**src/rtl/jpeg_mcu_scheduler.sv**
```systemverilog
// Walks the MCU grid of a baseline JPEG scan, labelling each accepted block with
// component, quant table and MCU position, and pausing for RSTn markers at restart boundaries.
module jpeg_mcu_scheduler #(
  parameter int DIM_W = 16
) (
  input  logic             clk,
  input  logic             rst,
  input  logic             start_scan,
  input  logic [DIM_W-1:0] img_width,
  input  logic [DIM_W-1:0] img_height,
  input  logic [2:0]       comp0_h_samp,
  input  logic [2:0]       comp0_v_samp,
  input  logic [5:0]       quant_id_flat,
  input  logic [15:0]      restart_interval,
  input  logic             blk_valid,
  output logic             blk_ready,
  input  logic             ds_ready,
  output logic [1:0]       comp_idx,
  output logic [1:0]       q_sel,
  output logic [2:0]       blk_in_mcu,
  output logic [DIM_W-1:0] mcu_x,
  output logic [DIM_W-1:0] mcu_y,
  output logic             dc_pred_clr,
  output logic             rst_marker_expect,
  input  logic             rst_marker_seen,
  output logic             scan_done,
  output logic             busy
);
  typedef enum logic [1:0] {IDLE, RUN, RSTW, DONE} state_t;
  localparam logic [DIM_W-1:0] ONE = DIM_W'(1);

  state_t           state, state_n;
  logic             mode420, mode420_n;
  logic [DIM_W-1:0] mcus_x, mcus_y, mcus_x_n, mcus_y_n;
  logic [5:0]       quant_q;
  logic [15:0]      ri_q, rst_cnt, rst_cnt_inc;
  logic [DIM_W:0]   w_sum, h_sum, w_sh, h_sh;
  logic [2:0]       blk_last;
  logic             accept, mcu_done, x_wrap, last_mcu, ri_hit, marker_ok;

  // MCU grid size from the live inputs, one extra bit so rounding up cannot overflow
  always_comb begin
    mode420_n = (comp0_h_samp == 3'd2) && (comp0_v_samp == 3'd2);
    w_sum     = {1'b0, img_width}  + (mode420_n ? (DIM_W+1)'(15) : (DIM_W+1)'(7));
    h_sum     = {1'b0, img_height} + (mode420_n ? (DIM_W+1)'(15) : (DIM_W+1)'(7));
    w_sh      = mode420_n ? (w_sum >> 4) : (w_sum >> 3);
    h_sh      = mode420_n ? (h_sum >> 4) : (h_sum >> 3);
    mcus_x_n  = w_sh[DIM_W-1:0];
    mcus_y_n  = h_sh[DIM_W-1:0];
  end

  assign blk_last    = mode420 ? 3'd5 : 3'd2;
  assign accept      = blk_valid && blk_ready;
  assign mcu_done    = accept && (blk_in_mcu == blk_last);
  assign x_wrap      = (mcu_x == mcus_x - ONE);
  assign last_mcu    = x_wrap && (mcu_y == mcus_y - ONE);
  assign rst_cnt_inc = rst_cnt + 16'd1;
  assign ri_hit      = (ri_q != 16'd0) && (rst_cnt_inc == ri_q);
  assign marker_ok   = (state == RSTW) && rst_marker_seen;

  always_ff @(posedge clk or posedge rst) begin
    if (rst) state <= IDLE;
    else     state <= state_n;
  end

  always_comb begin
    state_n = state;
    if (start_scan)
      state_n = ((mcus_x_n == '0) || (mcus_y_n == '0)) ? DONE : RUN;
    else begin
      case (state)
        RUN:     if (mcu_done) state_n = last_mcu ? DONE : (ri_hit ? RSTW : RUN);
        RSTW:    if (rst_marker_seen) state_n = RUN;
        default: state_n = state;
      endcase
    end
  end

  always_comb begin
    blk_ready         = (state == RUN) && ds_ready && !start_scan;
    busy              = (state == RUN) || (state == RSTW);
    scan_done         = (state == DONE);
    rst_marker_expect = (state == RSTW);
  end

  always_ff @(posedge clk or posedge rst) begin
    if (rst) begin
      mode420     <= 1'b0;
      mcus_x      <= '0;
      mcus_y      <= '0;
      quant_q     <= '0;
      ri_q        <= '0;
      rst_cnt     <= '0;
      blk_in_mcu  <= '0;
      mcu_x       <= '0;
      mcu_y       <= '0;
      dc_pred_clr <= 1'b0;
    end else begin
      dc_pred_clr <= start_scan || marker_ok;
      if (start_scan) begin
        mode420    <= mode420_n;
        mcus_x     <= mcus_x_n;
        mcus_y     <= mcus_y_n;
        quant_q    <= quant_id_flat;
        ri_q       <= restart_interval;
        rst_cnt    <= '0;
        blk_in_mcu <= '0;
        mcu_x      <= '0;
        mcu_y      <= '0;
      end else begin
        if (accept) blk_in_mcu <= (blk_in_mcu == blk_last) ? 3'd0 : blk_in_mcu + 3'd1;
        if (mcu_done) begin
          rst_cnt <= rst_cnt_inc;
          if (x_wrap) begin
            mcu_x <= '0;
            mcu_y <= mcu_y + ONE;
          end else begin
            mcu_x <= mcu_x + ONE;
          end
        end
        if (marker_ok) rst_cnt <= '0;
      end
    end
  end

  // 4:2:0 MCU is Y0..Y3, Cb, Cr; otherwise one block per component
  always_comb begin
    if (mode420) comp_idx = (blk_in_mcu < 3'd4) ? 2'd0 : ((blk_in_mcu == 3'd4) ? 2'd1 : 2'd2);
    else         comp_idx = blk_in_mcu[1:0];
    case (comp_idx)
      2'd0:    q_sel = quant_q[1:0];
      2'd1:    q_sel = quant_q[3:2];
      default: q_sel = quant_q[5:4];
    endcase
  end
endmodule

```
**config.mk**
```make
export PLATFORM = sky130hd
export DESIGN_NAME = jpeg_mcu_scheduler
export DESIGN_NICKNAME = d
export VERILOG_FILES = /design/src/rtl/jpeg_mcu_scheduler.sv
export SDC_FILE = /design/constraint.sdc
export NUM_CORES = 1
export LEC_CHECK = 0
export CAP_MARGIN = 20
export CORE_MARGIN = 5
export CORE_UTILIZATION = 45
export CTS_CLUSTER_SIZE = 28
export DETAILED_ROUTE_END_ITERATION = 7
export HOLD_SLACK_MARGIN = 0.08
export PLACE_DENSITY = 0.68
export REMOVE_ABC_BUFFERS = 1
export SYNTH_ARGS = -nofsm -noshare
export SYNTH_HDL_FRONTEND = slang
export SYNTH_SLANG_ARGS = --single-unit
```
**constraint.sdc**
```tcl
create_clock -name clk -period 4.7 [get_ports clk]
set_input_delay 0.94 -clock clk [delete_from_list [all_inputs] [get_ports clk]]
set_output_delay 0.94 -clock clk [all_outputs]
set_load 0.02 [all_outputs]
```
Word level (Yosys, flattened, before mapping)
Index checks and enable logic that the tools add are counted.
{"block": "word_totals", "elab_cells": 83, "inputBits": 66, "regBits": 109}
{"block": "classes", "add_sub_neg": 8, "eq_ne": 13, "mux": 27, "order_cmp": 1, "reduce_logical": 23}
{"operator": "16-bit two-way mux", "n": 9}
{"operator": "16-bit by 1-bit adder with 16-bit output, second input constant", "n": 3}
{"operator": "16-bit == test", "n": 3}
{"operator": "16-bit logical NOT", "n": 2}
{"operator": "16-bit by 1-bit subtractor with 16-bit output, second input constant", "n": 2}
{"operator": "14-bit two-way mux", "n": 2}
{"operator": "2-bit two-way mux", "n": 9}
{"operator": "16-bit by 17-bit adder with 17-bit output", "n": 1}
{"operator": "16-bit by 4-bit adder with 17-bit output", "n": 1}
{"operator": "16-bit nonzero test", "n": 1}
{"operator": "3-bit two-way mux", "n": 4}
{"operator": "1-bit logical AND", "n": 8}
{"operator": "2-bit one-hot mux with 2 select lines", "n": 2}
{"operator": "3-bit by 2-bit == test with 1-bit output, second input constant", "n": 2}
{"operator": "2-bit nonzero test", "n": 3}
{"operator": "3-bit nonzero test", "n": 2}
{"operator": "2-bit by 1-bit == test with 1-bit output, second input constant", "n": 2}
{"operator": "2-bit == test, second input constant", "n": 2}
{"operator": "4-bit two-way mux", "n": 1}
{"operator": "3-bit by 1-bit adder with 3-bit output, second input constant", "n": 1}
{"operator": "3-bit == test", "n": 1}
{"operator": "3-bit == test, second input constant", "n": 1}
{"operator": "1-bit logical OR", "n": 3}
{"operator": "3-bit < comparator, second input constant", "n": 1}
{"operator": "6 further kinds", "n": 6}

Logic depth before layout (Yosys ltp)
Gate-level depths: netlist of run 1.
{"block": "logic_depth", "word_depth": 9, "depth_mapped": 13, "depth_no_buf": 9}

Worst setup path before layout of run 1
No wires, ideal clock.
{"block": "synth_timing", "path_type": "input -> register", "from": "input port comp0_h_samp[0]", "to": "register state[1]", "required_time_ns": 4.635, "arrival_time_ns": 3.324, "path_buffers": 1, "stages": 7, "setup_slack_ns": 1.311, "setup_ns": 0.065, "cell_sequence": "or4b_1 > clkbuf_1 > o31a_1 > a2111oi_0 > nand3_1 > a2111oi_0 > a211o_1"}
{"block": "synth_between", "elab_chain_len": 9, "elab_cells_between_ends": 12, "cone_classes": "2 x add/sub; 1 x eq/ne; 5 x mux; 4 x reduce/logical"}
{"element": "start: declaration", "line_no": "11", "text": "input logic [2:0] comp0_h_samp,"}
{"element": "3-bit by 2-bit == test with 1-bit output (*)", "line_no": "43", "text": "mode420_n = (comp0_h_samp == 3'd2) && (comp0_v_samp == 3'd2);"}
{"element": "1-bit logical AND (*)", "line_no": "43"}
{"element": "4-bit two-way mux", "line_no": "44, 45"}
{"element": "16-bit by 17-bit adder with 17-bit output or 16-bit by 4-bit adder with 17-bit output (tied branches)", "line_no": "44, 45"}
{"element": "14-bit two-way mux, on equally long branches", "line_no": "46, 47"}
{"element": "16-bit logical NOT", "line_no": "69", "text": "state_n = ((mcus_x_n == '0) || (mcus_y_n == '0)) ? DONE : RUN;"}
{"element": "1-bit logical OR (*)", "line_no": "69"}
{"element": "2-bit two-way mux (*)", "line_no": "69"}
{"element": "2-bit two-way mux (*)", "line_no": "68", "text": "if (start_scan)"}
{"element": "end signal: assignment", "line_no": "63", "text": "else state <= state_n;"}
{"element": "end: declaration", "line_no": "32", "text": "state_t state, state_n;"}
Mark *: on every way between the ends. The rest lies on a longest branch, timed or not.
A chain may end at the register's enable or synchronous reset.

Final worst setup path of run 1
{"block": "layout_timing", "from": "register mcus_x[0]", "to": "register mcu_x[2]"}
{"block": "layout_between", "elab_chain_len": 5}
{"element": "start: declaration", "line_no": "34", "text": "logic [DIM_W-1:0] mcus_x, mcus_y, mcus_x_n, mcus_y_n;"}
{"element": "start signal: assignment", "line_no": "102", "text": "mcus_x <= mcus_x_n;"}
{"element": "16-bit by 1-bit subtractor with 16-bit output", "line_no": "55", "text": "assign x_wrap = (mcu_x == mcus_x - ONE);"}
{"element": "16-bit == test", "line_no": "55"}
{"element": "16-bit two-way mux", "line_no": "114", "text": "if (x_wrap) begin"}
{"element": "16-bit two-way mux", "line_no": "112", "text": "if (mcu_done) begin"}
{"element": "16-bit two-way mux", "line_no": "100", "text": "if (start_scan) begin"}
{"element": "end signal: assignment", "line_no": "118", "text": "mcu_x <= mcu_x + ONE;"}
{"element": "end: declaration", "line_no": "21", "text": "output logic [DIM_W-1:0] mcu_x,"}
Every way passes these cells. The select of a mux whose other input is x is not followed.

==> qor.yml, run 1 <==
setup_path:
  r2r-end: "mcu_x[2]"
  r2r_cells: 9
  crit_type: "reg -> reg"
  cp.required_ns: 4.94
  critPathArrivalTime_ns: 4.13
  r2r_slack_ns: 0.81
  cp-start-kind: "flip-flop"
  crit_path_max_fanout: 33
  r2r-start: "mcus_x[0]"
  worstSetupEndpointType: "flip-flop"
die:
  die_y_um: 143
  core_area_mm2: 0.0174
  dieWidth_um: 143
  io_pins: 110
  dieArea_mm2: 0.0205
  placementRows: 48
  start_util_pct: 46.1
global_routing:
  grt.total_usage_pct: 20.6
  grt_pass1_vias: 6785
  grt_pass1_wl_um: 34800
  antenna_found_initial: 0
  grt_start_max_net_pins: 76
  overflow: 0
timing:
  rsz0062_at_grt: "no"
  worst_slew_pin_slew_ns: 0.984
  tns_ns: 0
  layout_setup_ws_ns: 0.808
  drv_slew: 0
  clock_skew_ns: 0.00652
  setup_viol: 0
  fmax_ghz: 0.257
  relSlewSlack_pct: 34.4
  fin_crit_sh_pct: 82.8
  finalHoldViolCount: 0
  post-route-min-period_ns: 3.89
worst_hold_path:
  hold_end: "quant_q[5]"
  hp-start: "quant_q[5]"
  hold_depth: 1
  hp-class: "reg -> reg"
routing:
  drtIter0Drc: 472
  post_drt_wl_per_cell_um: 16.9
  antenna_left: 0
  post_drt_via_cell_ratio: 5.93
  drcViolationCount: 0
  firstDrtPassIters: 5
  vias: 7445
  wirelength_um: 21200
cts:
  ctsHtreeMaxLevel: 3
  cts_hold_buf: 0
  cts_inserted_buffers: 9
  cts_tree: "yes"
  clock_latency_ns: 0.35
  cts.sinks: 105
  clkTransAtPathRegs_ns: 0.07
  post_cts_buffers: 0
  cts.repair.resized: 0
  cts.root.buffer_cell: "clkbuf_16"
  max-clock-path-buffers: 2
logic_synthesis:
  synthCells: 954
  synth_adder_area_share_pct: 1.56
  yosysSeqAreaShare_pct: 32.9
  synth_top_area_cell: "dfrtp_1"
  syn_area_mm2: 0.00800
  synthTopCellsByArea: "dfrtp_1 33%, xnor2_1 5.0%, mux2_2 4.1%"
  synthXorXnorAreaFrac_pct: 8.98
  async_flop_share_pct: 100
  synth_most_common_cell: "dfrtp_1"
  synth-compound-area-share_pct: 19.7
  synth_mux_area_share_pct: 5.46
  synth-edff-count: 0
  synthDistinctLibCells: 74
  ys.flop_type: "dfrtp_1"
  syn_area_per_cell_um2: 8.38
  synth_top_area_share_pct: 32.9
  synth_warnings: 0
  synthSimpleGateAreaFrac_pct: 25.7
  synth_top_family_by_area: "simple AND/OR/NAND/NOR gates"
  synth_commonest_cells: "105 x dfrtp_1, 81 x nor2_1, 67 x nand2_1, 59 x o21ai_0, 49 x nand3_1"
  synth-seq-cells: 105
place:
  io_buffers: 109
  dpl_worst_slack_ns: 0.767
  dp.cells: 1240
  post_dp_cell_area_mm2: 0.00915
  gp_congestion: 0.914
  dp_hpwl_um: 15800
run_status:
  outcome: "complete, no violations"
cells_and_area:
  drive_above_1_share_pct: 8.24
  area_growth_pct: 18.6
  antenna_cells: 0
  instances_no_fill: 1256
  fin_area_mm2: 0.00948
  fin_nets: 1102
  nFillCells: 1608
power:
  leakage_uw: 0.00364
  power.density_mw_per_mm2: 274
  ir_drop_v: 0.000164
job:
  drv_cap: 0
-- cell families (layout without fill, tap and decap cells) --
group / count (synthesis) / after routing
fa+ha+maj: 10 / 10
buf+inv: 100 / 177
mux: 40 / 40
flops: 105 / 105
xor+xnor: 82 / 82
simple gates: 383 / 383
compound gates: 234 / 234
-- worst max-delay path, cell delays in order, from the launching register on --
cell and delay, ns:
dfrtp_1 0.44, inv_1 0.08, ha_1 0.23, or4b_1 0.60
or4_2 0.64, o22ai_1 0.15, or4_1 0.13, or3_1 0.75
o21ai_0 0.38, o311ai_0 0.37
-- placed cells by master (no fill, tap or decap), types with 10 or more instances in the layout --
cell / Yosys / routed
nor2b_1: 13 / 13
nor4_1: 22 / 22
and4_1: 10 / 10
dfrtp_1: 105 / 105
or3_1: 11 / 11
xor2_1: 36 / 36
nand2_1: 67 / 67
o2111ai_1: 10 / 10
and3_1: 16 / 16
a211oi_1: 10 / 10
ha_1: 10 / 10
nor3_1: 35 / 35
nand3_1: 49 / 49
o211ai_1: 11 / 11
nand4_1: 16 / 16
xnor2_1: 46 / 46
a21oi_1: 44 / 44
o31ai_1: 24 / 24
clkdlybuf4s50_1: 0 / 108
mux2i_1: 11 / 11
nor2_1: 81 / 81
mux2_2: 29 / 29
o21ai_0: 59 / 59
inv_1: 38 / 37
buf_4: 1 / 15
or4_1: 16 / 16
-- routing by layer --
| metal | up-vias | track usage, % | part of all wire (%) |
|---|---|---|---|
| met1 | 3533 | 29.3 | 46 |
| met3 | 23 | 2.33 | 5.1 |
| met2 | 203 | 33.2 | 47 |
| met4 | 0 | 6.10 | 1.4 |
| met5 | - | 0 | 0 |
| li1 | 3686 | - | - |
-- layout make-up --
type | count | area, um2 | area share (%)
Sequential cell | 105 | 2630 | 27.7
Clock buffer | 12 | 256 | 2.71
Inverter | 38 | 145 | 1.53
Multi-Input combinational cell | 749 | 4900 | 51.7
Timing Repair Buffer | 123 | 1190 | 12.6
Clock inverter | 4 | 73.8 | 0.779
Tap cell | 225 | 282 | 2.97
-- state kept, by name (all words and copies together) (netlist names) --
register     cells
mcu_x           16
mcu_y           16
ri_q            16
rst_cnt         16
mcus_x          14
mcus_y          14
quant_q          6
blk_in_mcu       3
state            2
dc_pred_clr      1
mode420          1
-- metrics by stage --
stage	hold WS [ns]	power (uW)	utilization (%)
4_1_cts	0.517	2630	54.6
2_1_floorplan	0.464	1490	-
3_5_place_dp	0.498	1780	52.7
3_3_place_gp	0.486	1780	52.7
6_report	0.510	2600	54.6
5_1_grt	0.537	2750	54.6
-- how the worst max path moves through the flow --
stage	start	to	slack, ns	cells after the start
after floorplan	comp0_h_samp[0]	state[1]	0.57	6
after global placement	comp0_h_samp[0]	state[1]	0.90	8
after detailed placement	mcus_x[0]	mcu_x[2]	0.77	9
after CTS	mcus_x[0]	mcu_x[2]	0.80	9
after global routing	mcus_x[0]	mcu_x[2]	0.51	9
final	mcus_x[0]	mcu_x[2]	0.81	9
-- power breakdown --
| group | switching (uW) | total [uW] | internal, uW |
|---|---|---|---|
| Combinational | 355 | 667 | 311 |
| Sequential | 123 | 1100 | 977 |
| Clock | 338 | 835 | 497 |
Power figures use the tool's default switching activity.
==> run 2, diff against run 1 <==
==> constraint.sdc (replaced) <==
create_clock -name clk -period 3.9 [get_ports clk]
set_input_delay 0.78 -clock clk [delete_from_list [all_inputs] [get_ports clk]]
set_output_delay 0.78 -clock clk [all_outputs]
set_load 0.02 [all_outputs]
==> run 2 against run 1 <==
  * Critical path depth increased by 1
  * Die area unchanged
  * Count of clock-buffer cells in the layout shrank 2
  * Sequential power is 20% higher
  * Combinational power grew 21%
  * Hold slack lost 0.0026 ns
  * Routed wire length rose by 1.3%
  * Clock skew is essentially flat
  * Total power increased by 18%
  * Clock power grew 13%
  * Cell count rose by 0.64%
  * Largest cell class unchanged
  * Largest power group unchanged
==> qor.yml, run 2 (same netlist as run 1, synthesis figures left out) <==
cells_and_area:
  instances_no_fill: 1264
  ff_latch_area_mm2: 0.00263
  drive_above_1_share_pct: 9.05
  area_growth_pct: 19.0
  fin_nets: 1110
  layout_commonest_cell: "clkdlybuf4s50_1"
  antenna_cells: 0
  layout_common_cells: "108 x clkdlybuf4s50_1, 105 x dfrtp_1, 81 x nor2_1"
  fin_area_mm2: 0.00952
  nFillCells: 1608
  multi_input_area_mm2: 0.00490
routing:
  post_drt_via_cell_ratio: 5.93
  wirelength_um: 21500
  firstDrtPassIters: 5
  post_drt_wl_per_cell_um: 17.0
  vias: 7496
  drcViolationCount: 0
  drtIter0Drc: 392
  antenna_left: 0
setup_path:
  critPathTopFamily: "simple AND/OR/NAND/NOR gates"
  crit_type: "reg -> reg"
  worstSetupEndpointType: "flip-flop"
  cp-start-kind: "flip-flop"
  crit_chain: "inv_1 -> ha_1 -> or4b_1 -> nor2_4 -> xnor2_1 -> or4_1 -> or3_1 -> buf_4 -> nor4b_1 -> mux2_2"
  worst-path-buf-inv: 2
  cp_slowest_cell: "or4b_1"
  crit_path_max_fanout: 28
  critPathArrivalTime_ns: 3.89
  cp.required_ns: 4.14
  cp_slowest_stage_delay_ns: 0.60
power:
  p_sw_share_pct: 32.6
  internal_power_uw: 2070
  leakage_uw: 0.00366
  ir_drop_v: 0.000267
  power_frac_seq_pct: 43.0
  power.switching_uw: 1000
  power.density_mw_per_mm2: 323
  clock_power_share_pct: 30.6
  comb_power_share_pct: 26.3
cts:
  clock_latency_ns: 0.36
  clkTransAtPathRegs_ns: 0.07
  cts_hold_buf: 0
  ctsHtreeMaxLevel: 3
  cts.repair.resized: 0
  post_cts_buffers: 0
  cts_inserted_buffers: 9
  max-clock-path-buffers: 2
  cts.sinks: 105
  cts.root.buffer_cell: "clkbuf_16"
  cts_tree: "yes"
timing:
  worst_slew_pin_slew_ns: 0.814
  post-route-min-period_ns: 3.64
  finalHoldViolCount: 0
  timing.hold.ws_ns: 0.508
  relSlewSlack_pct: 45.3
  rsz0062_at_grt: "no"
  drv_slew: 0
  fin_crit_sh_pct: 93.4
  fmax_ghz: 0.274
  clock_skew_ns: 0.00626
  setup_viol: 0
die:
  core_area_mm2: 0.0174
  io_pins: 110
  start_util_pct: 46.1
  placementRows: 48
  dieWidth_um: 143
  die_y_um: 143
  dieArea_mm2: 0.0205
global_routing:
  grt_pass1_wl_um: 34700
  grt.total_usage_pct: 20.5
  grt_pass1_vias: 6968
  overflow: 0
  grt_start_max_net_pins: 70
  antenna_found_initial: 0
place:
  dp_hpwl_um: 16000
  dp.cells: 1248
  gp_congestion: 0.945
  post_dp_cell_area_mm2: 0.00921
  io_buffers: 109
run_status:
  outcome: "complete, no violations"
worst_hold_path:
  hp-class: "reg -> reg"
job:
  drv_cap: 0
==> run 2: changes by cell type in the layout (fill, tap and decap cells not counted), sizes merged <==
| cell | before | now |
|---|---|---|
| clkinv | 1 | 3 |
| clkinvlp | 0 | 2 |
| bufinv | 2 | 1 |
| inv | 39 | 38 |
| clkbuf | 12 | 10 |
| buf | 15 | 23 |
==> run 2: per-layer routing <==
layer	up-vias	GRT usage, %	wire, um
li1	3711	-	-
met5	-	0	0
met3	43	3.33	1040
met4	0	6.05	410
met1	3525	27.8	9770
met2	217	34.1	10300
==> run 2: final cells by class <==
type | instances | area share (%)
repair buffers | 131 | 13.2
inverters | 38 | 1.52
flip-flops and latches | 105 | 27.6
clock inverters | 6 | 0.710
multi-input cells | 749 | 51.5
well taps | 225 | 2.96
clock buffers | 10 | 2.51
==> run 2: power by group through the flow <==
stage,Combinational [uW],Clock (uW),Sequential [uW]
2_1_floorplan,464,0,1330
3_3_place_gp,803,0,1340
3_5_place_dp,812,0,1340
4_1_cts,816,962,1320
5_1_grt,894,1000,1340
6_report,810,942,1320
==> run 2: stage by stage <==
| stage | utilization [%] | setup slack [ns] | setup TNS [ns] | power (uW) |
|---|---|---|---|---|
| floorplan | - | -0.0749 | -0.0749 | 1790 |
| global placement | 53.1 | 0.401 | 0 | 2140 |
| detailed placement | 53.1 | 0.301 | 0 | 2150 |
| CTS | 54.8 | 0.271 | 0 | 3100 |
| global route | 54.8 | 0.0573 | 0 | 3240 |
| finish | 54.8 | 0.257 | 0 | 3080 |
==> run 2: worst reg2reg max path: cells and delay by family, from the launching register on <==
kind                     cells  cell delay, ns
XOR/XNOR                     1            0.06
adder cells (fa/ha/maj)      1            0.23
buffers and inverters        2            0.33
flip-flops                   1            0.43
multiplexers                 1            0.39
AND/OR/NAND/NOR              5            2.09
==> run 2: final timing paths <==
| path | slack [ns] | endpoint | start | cells past startpoint |
|---|---|---|---|---|
| max | 0.26 | mcu_y[14] | mcus_x[0] | 10 |
| min | 0.51 | rst_cnt[15] | rst_cnt[15] | 1 |
| max reg2reg | 0.26 | mcu_y[14] | mcus_x[0] | 10 |
| min reg2reg | 0.51 | rst_cnt[15] | rst_cnt[15] | 1 |
| max in group asynchronous | 2.28 | mcus_x[11] | rst | 3 |
| min in group asynchronous | 0.89 | mcu_y[0] | rst | 2 |
==> run 3, diff against run 2 <==
--- a/config.mk
+++ b/config.mk
@@ -5,9 +5,9 @@
 export SDC_FILE = /design/constraint.sdc
 export NUM_CORES = 1
 export LEC_CHECK = 0
-export CAP_MARGIN = 20
 export CORE_MARGIN = 5
 export CORE_UTILIZATION = 45
+export CTS_CLUSTER_DIAMETER = 40
 export CTS_CLUSTER_SIZE = 28
 export DETAILED_ROUTE_END_ITERATION = 7
 export HOLD_SLACK_MARGIN = 0.08
==> results of run 3 <==
No change in the layout: final DEF, timing and power equal those of run 2.
